[config.mk]
export PLATFORM = sky130hd
export DESIGN_NAME = fetch_stage
export DESIGN_NICKNAME = d
export VERILOG_FILES = /design/src/rtl/fetch_stage.sv
export SDC_FILE = /design/constraint.sdc
export NUM_CORES = 1
export LEC_CHECK = 0
export ABC_AREA = 1
export BUFFER_PORTS_ARGS = -buffer_cell sky130_fd_sc_hd__buf_4
export CORE_UTILIZATION = 50
export CTS_CLUSTER_DIAMETER = 50
export CTS_CLUSTER_SIZE = 30
export DETAILED_ROUTE_END_ITERATION = 10
export PLACE_DENSITY = 0.79
export SETUP_SLACK_MARGIN = 0.2
export SLEW_MARGIN = 20
export SYNTH_ARGS = -nofsm -noshare
export SYNTH_HDL_FRONTEND = slang
export SYNTH_SLANG_ARGS = --single-unit
[constraint.sdc]
create_clock -name clk -period 3.75 [get_ports clk]
set_input_delay 0.1875 -clock clk [delete_from_list [all_inputs] [get_ports clk]]
set_output_delay 0.1875 -clock clk [all_outputs]
set_load 0.02 [all_outputs]
[src/rtl/fetch_stage.sv]
// Instruction-fetch stage: owns the PC, runs a single-outstanding instruction-memory
// request, and registers the fetched word into the IF/ID pipeline register.
module fetch_stage #(
  parameter logic [31:0] RESET_PC = 32'hBFC00000
) (
  input  logic        clk,
  input  logic        rst,
  input  logic [31:0] f_nextpc,
  input  logic        f_indelayslot,
  input  logic        stall,
  input  logic        flush,
  output logic [31:0] f_nowpc,
  output logic        f_stall_req,
  output logic        inst_req,
  output logic [31:0] inst_addr,
  input  logic        inst_addr_ok,
  input  logic        inst_data_ok,
  input  logic [31:0] inst_rdata,
  output logic [31:0] ftod_pc,
  output logic [31:0] ftod_instr,
  output logic        ftod_addr_err_if,
  output logic        ftod_in_delay_slot,
  output logic        ftod_is_instr
);

  localparam int unsigned XLEN = 32;

  typedef enum logic [1:0] {S_REQ, S_WAIT, S_HOLD} state_t;

  state_t            state_q, state_d;
  logic [XLEN-1:0]   pc_q, pc_d;
  logic [XLEN-1:0]   buf_q, buf_d;
  logic [XLEN-1:0]   req_addr_q, req_addr_d;
  logic              cancel_q, cancel_d;

  logic [XLEN-1:0]   ftod_pc_d, ftod_instr_d;
  logic              ftod_addr_err_if_d, ftod_in_delay_slot_d, ftod_is_instr_d;

  logic              aerr, accepted, in_wait, resp, ready, advance;
  logic [XLEN-1:0]   word;

  // Memory-side handshake and readiness; depends only on state and memory inputs.
  always_comb begin
    aerr        = (state_q == S_REQ) && !cancel_q && (pc_q[1:0] != 2'b00);
    inst_req    = !rst && (state_q == S_REQ) && (!aerr || cancel_q);
    inst_addr   = cancel_q ? req_addr_q : pc_q;
    accepted    = inst_req && inst_addr_ok;
    // addr_ok and data_ok in the same REQ cycle behave like WAIT + data_ok
    in_wait     = (state_q == S_WAIT) || accepted;
    resp        = in_wait && inst_data_ok;
    ready       = (state_q == S_HOLD) || (resp && !cancel_q) || aerr;
    word        = (state_q == S_HOLD) ? buf_q : (aerr ? XLEN'(0) : inst_rdata);
    f_stall_req = !ready;
    advance     = ready && !stall && !flush;
    f_nowpc     = pc_q;
  end

  // Next-state, PC and IF/ID update.
  always_comb begin
    state_d              = state_q;
    pc_d                 = pc_q;
    buf_d                = buf_q;
    cancel_d             = cancel_q;
    req_addr_d           = cancel_q ? req_addr_q : pc_q;
    ftod_pc_d            = ftod_pc;
    ftod_instr_d         = ftod_instr;
    ftod_addr_err_if_d   = ftod_addr_err_if;
    ftod_in_delay_slot_d = ftod_in_delay_slot;
    ftod_is_instr_d      = ftod_is_instr;

    if (flush) begin
      ftod_pc_d            = '0;
      ftod_instr_d         = '0;
      ftod_addr_err_if_d   = 1'b0;
      ftod_in_delay_slot_d = 1'b0;
      ftod_is_instr_d      = 1'b0;
      pc_d                 = f_nextpc;
      if (state_q == S_HOLD) begin
        state_d  = S_REQ;
        cancel_d = 1'b0;
      end else if (in_wait) begin
        // a response landing in the flush cycle is simply dropped
        state_d  = inst_data_ok ? S_REQ : S_WAIT;
        cancel_d = !inst_data_ok;
      end else if (inst_req) begin
        cancel_d = 1'b1;
      end
    end else if (advance) begin
      ftod_pc_d            = pc_q;
      ftod_instr_d         = word;
      ftod_addr_err_if_d   = aerr;
      ftod_in_delay_slot_d = f_indelayslot;
      ftod_is_instr_d      = 1'b1;
      pc_d                 = f_nextpc;
      state_d              = S_REQ;
    end else if (resp && cancel_q) begin
      state_d  = S_REQ;
      cancel_d = 1'b0;
    end else if (resp) begin
      buf_d   = inst_rdata;
      state_d = S_HOLD;
    end else if (accepted) begin
      state_d = S_WAIT;
    end
  end

  always_ff @(posedge clk) begin
    if (rst) begin
      state_q            <= S_REQ;
      pc_q               <= RESET_PC;
      buf_q              <= '0;
      cancel_q           <= 1'b0;
      req_addr_q         <= RESET_PC;
      ftod_pc            <= '0;
      ftod_instr         <= '0;
      ftod_addr_err_if   <= 1'b0;
      ftod_in_delay_slot <= 1'b0;
      ftod_is_instr      <= 1'b0;
    end else begin
      state_q            <= state_d;
      pc_q               <= pc_d;
      buf_q              <= buf_d;
      cancel_q           <= cancel_d;
      req_addr_q         <= req_addr_d;
      ftod_pc            <= ftod_pc_d;
      ftod_instr         <= ftod_instr_d;
      ftod_addr_err_if   <= ftod_addr_err_if_d;
      ftod_in_delay_slot <= ftod_in_delay_slot_d;
      ftod_is_instr      <= ftod_is_instr_d;
    end
  end

endmodule

== Word-level counts from Yosys, hierarchy flattened ==
Cells that the tools add are included.
W data, S select, Z words.

* Shift-type cells: 0
* Add/subtract/negate cells: 0
* $mul: 0
* Mux-type cells: 19
* Reduce and logical (&&, ||, !) cells: 30
* Equal/unequal tests: 5
* Bitwise operators: 3
* Order comparisons: 0
* Div/mod/pow operators: 0

{| class="wikitable"
|+ Operator list
! operator !! count
|-
| $mux W32 || 5
|-
| $mux W2 || 7
|-
| $logic_and A1 B1 Y1 || 10
|-
| $logic_not A1 Y1 || 7
|-
| $mux W1 || 7
|-
| $reduce_bool A2 Y1 || 3
|-
| $reduce_bool A5 Y1 || 1
|-
| $logic_or A1 B1 Y1 || 4
|-
| $ne A4 B1 Y1 const B || 1
|-
| $reduce_and A4 Y1 || 1
|-
| $ne A3 B1 Y1 const B || 1
|-
| $not A1 Y1 || 3
|-
| $reduce_and A3 Y1 || 1
|-
| $eq A2 B1 Y1 const B || 1
|-
| $eq A2 B2 Y1 const B || 1
|-
| $logic_not A2 Y1 || 1
|-
| $ne A2 B2 Y1 const B || 1
|-
| $reduce_and A2 Y1 || 1
|-
| $reduce_or A2 Y1 || 1
|}

* Latch bits: 0
* Bits in registers: 166
* Memory bits (read-only): 0
* Input bits: 71
* Output and inout port bits: 133
* Memories kept: 0
* RAM bits: 0

== Logic depth before layout (Yosys ltp) ==
Gate-level depths: netlist of run 1.

* Depth after elaboration: 16
* Gate-level depth with buffers: 15
* Depth with buffers taken out: 14

== Worst setup path before layout of run 1 ==
OpenSTA, ideal clock, no wires.

* Path type: register to register
* From: reg pc_q[1], in the netlist f_nowpc[1]
* To: reg pc_q[27], in the netlist f_nowpc[27]
* Path slack: 2024 ps
* Required time: 3627 ps
* Clock period less this slack: 1726 ps
* Setup time: 123 ps
* Data arrival time: 1602 ps
* Cell stages (with the launch flop): 14
* Path buffers: 2
* Cells stage by stage: dfxtp_1 -> inv_1 -> nand2_1 -> nand3_2 -> nand3_2 -> nand2_2 -> nand3_2 -> nand2_2 -> nand2_4 -> nand2_2 -> buf_4 -> buf_2 -> a21oi_1 -> o21ai_0

* Cells in the longest elaborated chain, start to end: 14

{| class="wikitable"
|+ RTL lines
! item !! line !! RTL
|-
| start, declared || 31 || <nowiki>logic [XLEN-1:0] pc_q, pc_d;</nowiki>
|-
| start signal, assigned || 121 || <nowiki>pc_q <= pc_d;</nowiki>
|-
| $reduce_bool A2 Y1 (*) || 44 || <nowiki>aerr = (state_q == S_REQ) && !cancel_q && (pc_q[1:0] != 2'b00);</nowiki>
|-
| $logic_and A1 B1 Y1 (*) || 44 ||
|-
| $logic_not A1 Y1 || 45 || <nowiki>inst_req = !rst && (state_q == S_REQ) && (!aerr || cancel_q);</nowiki>
|-
| $logic_or A1 B1 Y1 || 45 ||
|-
| $logic_and A1 B1 Y1 || 45 ||
|-
| $logic_and A1 B1 Y1 || 47 || <nowiki>accepted = inst_req && inst_addr_ok;</nowiki>
|-
| $logic_or A1 B1 Y1 || 49 || <nowiki>in_wait = (state_q == S_WAIT) || accepted;</nowiki>
|-
| $logic_and A1 B1 Y1 || 50 || <nowiki>resp = in_wait && inst_data_ok;</nowiki>
|-
| $logic_and A1 B1 Y1 || 51 || <nowiki>ready = (state_q == S_HOLD) || (resp && !cancel_q) || aerr;</nowiki>
|-
| $logic_or A1 B1 Y1 || 51 ||
|-
| $logic_or A1 B1 Y1 (*) || 51 ||
|-
| $logic_and A1 B1 Y1 (*) (2 in a row) || 54 || <nowiki>advance = ready && !stall && !flush;</nowiki>
|-
| $reduce_bool A2 Y1 (no source line) (*) || -- ||
|}

Every way passes the cells marked *; elsewhere a longest branch is shown, timed or not.
A chain may end at the register's enable or synchronous reset.

== Worst setup path in the final report of run 1 ==
* From: reg state_q[1]
* To: reg ftod_instr[11]

* Cells in the longest elaborated chain, start to end: 14
* Elaborated cells on any way between the ends: 19

{| class="wikitable"
|+ RTL lines
! item !! line !! RTL
|-
| start, declared || 30 || <nowiki>state_t state_q, state_d;</nowiki>
|-
| start signal, assigned || 120 || <nowiki>state_q <= state_d;</nowiki>
|-
| $logic_not A2 Y1 || 44, 45 ||
|-
| $logic_and A1 B1 Y1 (2 in a row) || 44 ||
|-
| $logic_not A1 Y1 || 45 ||
|-
| $logic_or A1 B1 Y1 || 45 ||
|-
| $logic_and A1 B1 Y1 || 45 ||
|-
| $logic_and A1 B1 Y1 || 47 ||
|-
| $logic_or A1 B1 Y1 || 49 ||
|-
| $logic_and A1 B1 Y1 || 50 ||
|-
| $logic_and A1 B1 Y1 || 51 ||
|-
| $logic_or A1 B1 Y1 (2 in a row) || 51 ||
|-
| $logic_and A1 B1 Y1 (2 in a row) || 54 ||
|-
| end signal, assigned || 126 || <nowiki>ftod_instr <= ftod_instr_d;</nowiki>
|-
| end, declared || 20 || <nowiki>output logic [31:0] ftod_instr,</nowiki>
|}

Parallel ways exist; a longest one is shown, timed or not.

==> results of run 1 <==
stage by stage:
stage,util (%),power [mW],cell area (um2)
final,71.8,4.73,8690
after global placement,64.3,2.92,7780
after CTS,71.8,4.75,8690
after floorplan,-,2.55,6250
after global routing,71.8,4.94,8690
after detailed placement,64.4,2.94,7800
report_power, final:
group	switching [mW]	total (mW)	internal (mW)
clock network	0.669	1.80	1.13
registers	0.0802	1.97	1.89
logic	0.598	0.960	0.361
total	1.35	4.73	3.38
cell families (layout without fill, tap and decap cells):
logic type      Yosys count  after routing  share of synthesized area, %
compound gates          241            241                          19.6
buf+inv                 110            323                          7.25
simple gates            312            312                          20.0
flops                   166            166                          53.2
final timing paths:
kind,from,to,slack [ns]
setup / recovery,state_q[1],ftod_instr[11],0.65
hold / removal,f_nextpc[21],f_nowpc[21],0.01
hold reg to reg,buf_q[17],buf_q[17],0.45
setup reg to reg,state_q[1],ftod_instr[11],0.65
registers in the layout, indices dropped and copies added, names as in the netlist:
register	cells
ftod_pc	32
ftod_instr	32
cancel_q	1
ftod_in_delay_slot	1
ftod_is_instr	1
ftod_addr_err_if	1
req_addr_q	32
f_nowpc	32
buf_q	32
state_q	2
critical path, cell delays in order, from the launching register on:
cell                      delay (ns)
sky130_fd_sc_hd__dfxtp_1        0.36
sky130_fd_sc_hd__inv_2          0.07
sky130_fd_sc_hd__nor2_4         0.35
sky130_fd_sc_hd__inv_2          0.23
sky130_fd_sc_hd__nand2_1        0.13
sky130_fd_sc_hd__inv_2          0.23
sky130_fd_sc_hd__nand2_2        0.19
sky130_fd_sc_hd__nand2_4        0.08
sky130_fd_sc_hd__nor2_4         0.52
sky130_fd_sc_hd__inv_2          0.49
sky130_fd_sc_hd__nor2_1         0.24
sky130_fd_sc_hd__nor2_1         0.06
per-layer routing:
metal,vias up,track usage [%]
li1,3087,-
met1,2792,35.4
met2,283,44.5
met3,37,6.11
met4,0,12.6
met5,-,0
layout by cell type (no fill, tap or decap), types with 5 or more instances in the layout:
cell	Yosys	final
sky130_fd_sc_hd__dlygate4sd3_1	0	27
sky130_fd_sc_hd__nand2_1	152	152
sky130_fd_sc_hd__nand3_1	9	9
sky130_fd_sc_hd__inv_1	49	49
sky130_fd_sc_hd__dfxtp_1	166	166
sky130_fd_sc_hd__nor2_1	135	134
sky130_fd_sc_hd__o21ai_1	13	13
sky130_fd_sc_hd__or2_2	6	6
sky130_fd_sc_hd__a21oi_1	75	75
sky130_fd_sc_hd__o21ai_0	138	138
sky130_fd_sc_hd__clkbuf_16	0	17
sky130_fd_sc_hd__clkbuf_8	0	5
sky130_fd_sc_hd__inv_2	8	8
sky130_fd_sc_hd__buf_4	4	207
sky130_fd_sc_hd__a31oi_1	15	15
final cells by class:
type	count	area [um2]	area share, %
Sequential cell	166	3320	38.2
Clock inverter	8	120	1.38
Multi-Input combinational cell	553	2480	28.6
Inverter	57	214	2.46
Timing Repair Buffer	235	1840	21.2
Tap cell	168	210	2.42
Clock buffer	23	498	5.73
repair_timing:
| action | in CTS | in global routing |
|---|---|---|
| endpoints found under the setup margin | 0 | 0 |
| hold endpoints to repair | 27 | 0 |
| resized for setup | 0 | 0 |
| hold buffers | 27 | 0 |
==> summary.txt, run 1 <==
Place
  – Count of port buffers added during placement: 203
  – Cell total after placement: 1152
  – Final weighted congestion of routability-driven global placement: 0.854
  – HPWL Detailed: 11000 um
  – Post-Place Setup Slack: 0.669 ns

Route
  – Length of routed met3 wiring: 1320 um
  – Avg WL per Cell: 14.6 um
  – Number of optimization iterations in the first detailed-route pass: 5
  – Highest metal layer with signal wires: met4
  – Count of antenna-violating nets left after detailed routing: 0
  – Iteration-0 DRC Markers: 521
  – Final wirelength: 17600 um
  – DRC viols: 0
  – Total routed wire length on the met1 layer: 7560 um
  – Vias per std cell: 5.12
  – Count of vias placed by the detailed router: 6199
  – Wire length on met2: 8280 um

Clock tree
  – Clock latency at the later pin of the worst-skew pair: 0.42 ns
  – Longest Clk Path Bufs: 2
  – Clock-pin slew on the worst setup and hold paths: 0.06 ns
  – Deepest level of the CTS H-tree: 4
  – Number of buffers added by the clock tree synthesis step: 17
  – TritonCTS clock tree: done
  – TritonCTS Sinks: 166
  – Number of buffers added for setup after CTS: 0
  – CTS Root Buffer Type: sky130_fd_sc_hd__clkbuf_16

Yosys
  – Number of instances in the synthesized netlist: 829
  – Netlist cell types: 21
  – Async set-or-reset flop fraction in the synthesized netlist: 0%
  – Synth Area per Inst: 7.54 um2
  – Post-synth EDFFs: 0
  – Syn nets: 900
  – Cell type contributing the most total cell area after synthesis: sky130_fd_sc_hd__dfxtp_1
  – Number of flip-flops and latches in the synthesized netlist: 166
  – Mapped cell area: 6250 um2
  – Dominant cell by count in the synthesized netlist: sky130_fd_sc_hd__dfxtp_1
  – Warning count from the yosys run: 0
  – Top area cells in the synthesized netlist: sky130_fd_sc_hd__dfxtp_1 (53%), sky130_fd_sc_hd__o21ai_0 (11%), sky130_fd_sc_hd__nand2_1 (9.1%)
  – Sequential fraction of the synthesis area: 53.2%
  – Prevailing post-synth register cell: sky130_fd_sc_hd__dfxtp_1
  – Area share of the largest cell type after synthesis: 53.2%
  – Commonest cells post-synth: sky130_fd_sc_hd__dfxtp_1 (166), sky130_fd_sc_hd__nand2_1 (152), sky130_fd_sc_hd__o21ai_0 (138), sky130_fd_sc_hd__nor2_1 (135), sky130_fd_sc_hd__a21oi_1 (75)

Layout
  – Fraction of final layout cells with drive strength greater than 1: 25.1%
  – Final instance count without filler cells: 1210
  – Layout-stage area growth over the synthesis result: 39.1%
  – Total of fill cells in the finished design: 988
  – ANT cells: 0
  – Final-stage net count: 1101

Setup path
  – Arrival @ worst endpoint: 3.41 ns
  – WP data required: 4.06 ns
  – Maximum net fanout on the critical path: 42
  – Number of cells traversed by the worst register-to-register path: 11
  – Critical path capture point type: flip-flop
  – Worst Setup Path Type: flip-flop to flip-flop
  – Kind of start point of the critical path: flip-flop

Timing
  – Final setup viols: 0
  – Post-route clock period utilization: 82.7%
  – Tmin final: 3.10 ns
  – Highest Clock Rate: 322 MHz
  – Final Max Slew Viols: 0
  – Layout Skew: 0.00780 ns
  – Worst hold slack: 0.0107 ns
  – Number of endpoints with negative hold slack in the final report: 0
  – Worst-case headroom to the max-slew limit: 37.7%
  – Final-layout setup total negative slack: 0 ns
  – Final setup margin: 0.649 ns
  – Unrepaired setup endpoints after global routing: no
  – Worst-margin pin slew: 0.933 ns

Floorplan
  – Overall die area: 13000 um2
  – Die width: 114 um
  – Initial Utilization: 51.6%
  – Top-level port count: 204
  – Die Ht: 114 um
  – Standard-cell rows: 40
  – Placeable Area: 12100 um2

Worst hold path
  – Depth of the worst hold-timing path: 3
  – Worst min path class: input port to flip-flop

Pwr
  – Leakage: 4.06 nW
  – Pwr dens: 544 nW/um2
  – Peak supply drop: 0.000279 V

Global route
  – Number of global-route vias before repair: 5616
  – Overall fraction of global-route tracks in use: 27.6%
  – First-pass GRT wire length: 27900 um
  – Largest net degree at the start of global routing: 66
  – Congestion Overflow GR: 0
  – Initial antenna violation count: 0

Run status
  – Result of the run: complete, no violations

Job
  – MaxCap Viol Count: 0
Power figures use the tool's default switching activity.
==> run 2: changes to the inputs <==
CORE_UTILIZATION = 45   (was 50)
PLACE_DENSITY = 0.75   (was 0.79)
clock period = 2.8 ns   (was 3.75 ns; I/O delays follow)
==> run 2 against run 1 <==
- sequential cell count unchanged
- cell area increased by 2.9%
- critical path depth rose by 1
- via count up 0.89%
- clock power grew 35%
- wire length is 2.8% higher
- final cell count is 2.9% higher
- setup slack better by 0.082 ns
- non-clock buffer count is 26 higher
- sequential power rose by 34%
==> summary.txt, run 2 (synthesis gave the netlist of run 1 again) <==
Floorplan
  – Overall die area: 14400 um2
  – Placeable Area: 13400 um2
  – Standard-cell rows: 42
  – Top-level port count: 204
  – Die Ht: 120 um
  – Die width: 120 um
  – Initial Utilization: 46.6%

Layout
  – Layout-stage area growth over the synthesis result: 43.1%
  – Leading cell types in the layout, fill and taps excluded: sky130_fd_sc_hd__buf_4 (212), sky130_fd_sc_hd__dfxtp_1 (166), sky130_fd_sc_hd__nand2_1 (152)
  – Commonest non-fill, non-tap cell in the layout: sky130_fd_sc_hd__buf_4
  – Final-stage net count: 1127
  – ANT cells: 0
  – Fraction of final layout cells with drive strength greater than 1: 25.1%

Worst hold path
  – Depth of the worst hold-timing path: 3
  – Worst min path class: input port to flip-flop

Setup path
  – Series of cell instances along the critical path: inv_2 > nand2_1 > nor2_1 > nand3_2 > nand2_2 > nand3_2 > nand2_2 > nand2_4 > nor2_4 > buf_4 > o21ai_0 > nor2_1
  – Arrival @ worst endpoint: 2.43 ns
  – Crit path depth: 12
  – Peak per-stage delay on the critical path: 0.50 ns
  – Buffers & Inverters on Critical Path: 2
  – Critical path capture point type: flip-flop
  – WP data required: 3.16 ns
  – Kind of cell with the highest combined delay on the critical path: simple AND/OR/NAND/NOR gates
  – Cell with the biggest individual delay on the critical path: sky130_fd_sc_hd__buf_4
  – Number of cells traversed by the worst register-to-register path: 12
  – Worst Setup Path Type: flip-flop to flip-flop
  – Kind of start point of the critical path: flip-flop
  – Maximum net fanout on the critical path: 54

Route
  – Final wirelength: 18100 um
  – DRC viols: 0
  – Wire length on met2: 8300 um
  – Count of vias placed by the detailed router: 6254
  – Length of routed met3 wiring: 1340 um
  – Iteration-0 DRC Markers: 571
  – Avg WL per Cell: 14.5 um
  – Highest metal layer with signal wires: met4
  – Vias per std cell: 5.02
  – Number of optimization iterations in the first detailed-route pass: 6
  – Count of antenna-violating nets left after detailed routing: 0
  – Total routed wire length on the met1 layer: 7920 um

Global route
  – Congestion Overflow GR: 0
  – Overall fraction of global-route tracks in use: 25.3%
  – Initial antenna violation count: 0
  – First-pass GRT wire length: 28400 um
  – Number of global-route vias before repair: 5647
  – Largest net degree at the start of global routing: 65

Pwr
  – Clock power share: 38.0%
  – Fraction of power spent switching nets: 29.0%
  – Pwr dens: 714 nW/um2
  – Net Switching: 1.86 mW
  – Combinational group share of total power: 20.7%
  – Leakage: 4.17 nW
  – Peak supply drop: 0.000375 V
  – Internal power: 4.53 mW
  – Part of the total power dissipated in sequential elements: 41.3%

Timing
  – Post-route clock period utilization: 73.9%
  – Final setup margin: 0.731 ns
  – Layout Skew: 0.00542 ns
  – Worst-margin pin slew: 0.808 ns
  – Final setup viols: 0
  – Number of endpoints with negative hold slack in the final report: 0
  – Final-layout setup total negative slack: 0 ns
  – Highest Clock Rate: 483 MHz
  – Final Max Slew Viols: 0
  – Worst-case headroom to the max-slew limit: 46.1%
  – Tmin final: 2.07 ns
  – Unrepaired setup endpoints after global routing: no

Place
  – Count of port buffers added during placement: 203
  – Final weighted congestion of routability-driven global placement: 0.860
  – HPWL Detailed: 11100 um
  – Post-Place Setup Slack: 0.771 ns

Clock tree
  – CTS Root Buffer Type: sky130_fd_sc_hd__clkbuf_16
  – Longest Clk Path Bufs: 2
  – TritonCTS clock tree: done
  – Number of buffers added to fix hold violations after cts: 48
  – Clock-pin slew on the worst setup and hold paths: 0.06 ns
  – Resize count post-CTS: 0
  – TritonCTS Sinks: 166
  – Number of buffers added for setup after CTS: 0
  – Number of buffers added by the clock tree synthesis step: 17
  – Clock latency at the later pin of the worst-skew pair: 0.42 ns
  – Deepest level of the CTS H-tree: 4

Job
  – MaxCap Viol Count: 0

Run status
  – Result of the run: complete, no violations
-- run 2: changes by cell type in the layout (fill, tap and decap cells not counted) --
cell	change
sky130_fd_sc_hd__buf_4	+5
sky130_fd_sc_hd__dlygate4sd3_1	+21
sky130_fd_sc_hd__inv_6	+1
sky130_fd_sc_hd__clkinv_2	+3
sky130_fd_sc_hd__bufinv_16	+1
sky130_fd_sc_hd__clkinv_4	+1
sky130_fd_sc_hd__clkbuf_8	-5
-- run 2: metal layers --
metal / GRT usage [%] / vias up
li1: - / 3141
met4: 12.4 / 0
met2: 40.4 / 263
met5: 0 / -
met1: 31.5 / 2807
met3: 6.94 / 43
-- run 2: final cells by class --
| cell class | count | area (um2) |
|---|---|---|
| inverters | 57 | 214 |
| clock inverters | 14 | 183 |
| flip-flops and latches | 166 | 3320 |
| clock buffers | 18 | 429 |
| fillers | 1091 | 4460 |
| multi-input cells | 553 | 2480 |
| well taps | 176 | 220 |
| repair buffers | 261 | 2090 |
-- run 2: through the flow --
stage               hold slack [ns]  instance area [um2]  cells  utilization, %  power [mW]
detailed placement            0.359                 7850   1165            58.6        3.95
floorplan                     0.261                 6250    829               -        3.42
global placement              0.353                 7850   1165            58.6        3.94
global route                 0.0114                 8940   1245            66.7        6.66
CTS                       0.0000360                 8940   1245            66.7        6.41
finish                       0.0137                 8940   1245            66.7        6.39
-- run 2: worst register-to-register path, stage by stage, from the launching register on --
cell                      delay, ns
sky130_fd_sc_hd__dfxtp_1       0.33
sky130_fd_sc_hd__inv_2         0.09
sky130_fd_sc_hd__nand2_1       0.07
sky130_fd_sc_hd__nor2_1        0.15
sky130_fd_sc_hd__nand3_2       0.12
sky130_fd_sc_hd__nand2_2       0.09
sky130_fd_sc_hd__nand3_2       0.07
sky130_fd_sc_hd__nand2_2       0.10
sky130_fd_sc_hd__nand2_4       0.07
sky130_fd_sc_hd__nor2_4        0.09
sky130_fd_sc_hd__buf_4         0.50
sky130_fd_sc_hd__o21ai_0       0.21
sky130_fd_sc_hd__nor2_1        0.12
-- run 2: worst paths after layout --
path	to	slack, ns	startpoint
worst min register to register	buf_q[14]	0.44	buf_q[14]
worst max register to register	ftod_instr[11]	0.73	state_q[1]
worst max-delay path	ftod_instr[11]	0.73	state_q[1]
worst min-delay path	buf_q[21]	0.01	inst_rdata[21]
-- run 2: power by group through the flow --
stage	clock network (mW)	logic, mW	registers [mW]
after floorplan	0	0.627	2.79
after global placement	0	1.25	2.69
after detailed placement	0	1.26	2.69
after CTS	2.45	1.32	2.64
after global routing	2.56	1.44	2.66
final	2.43	1.32	2.64
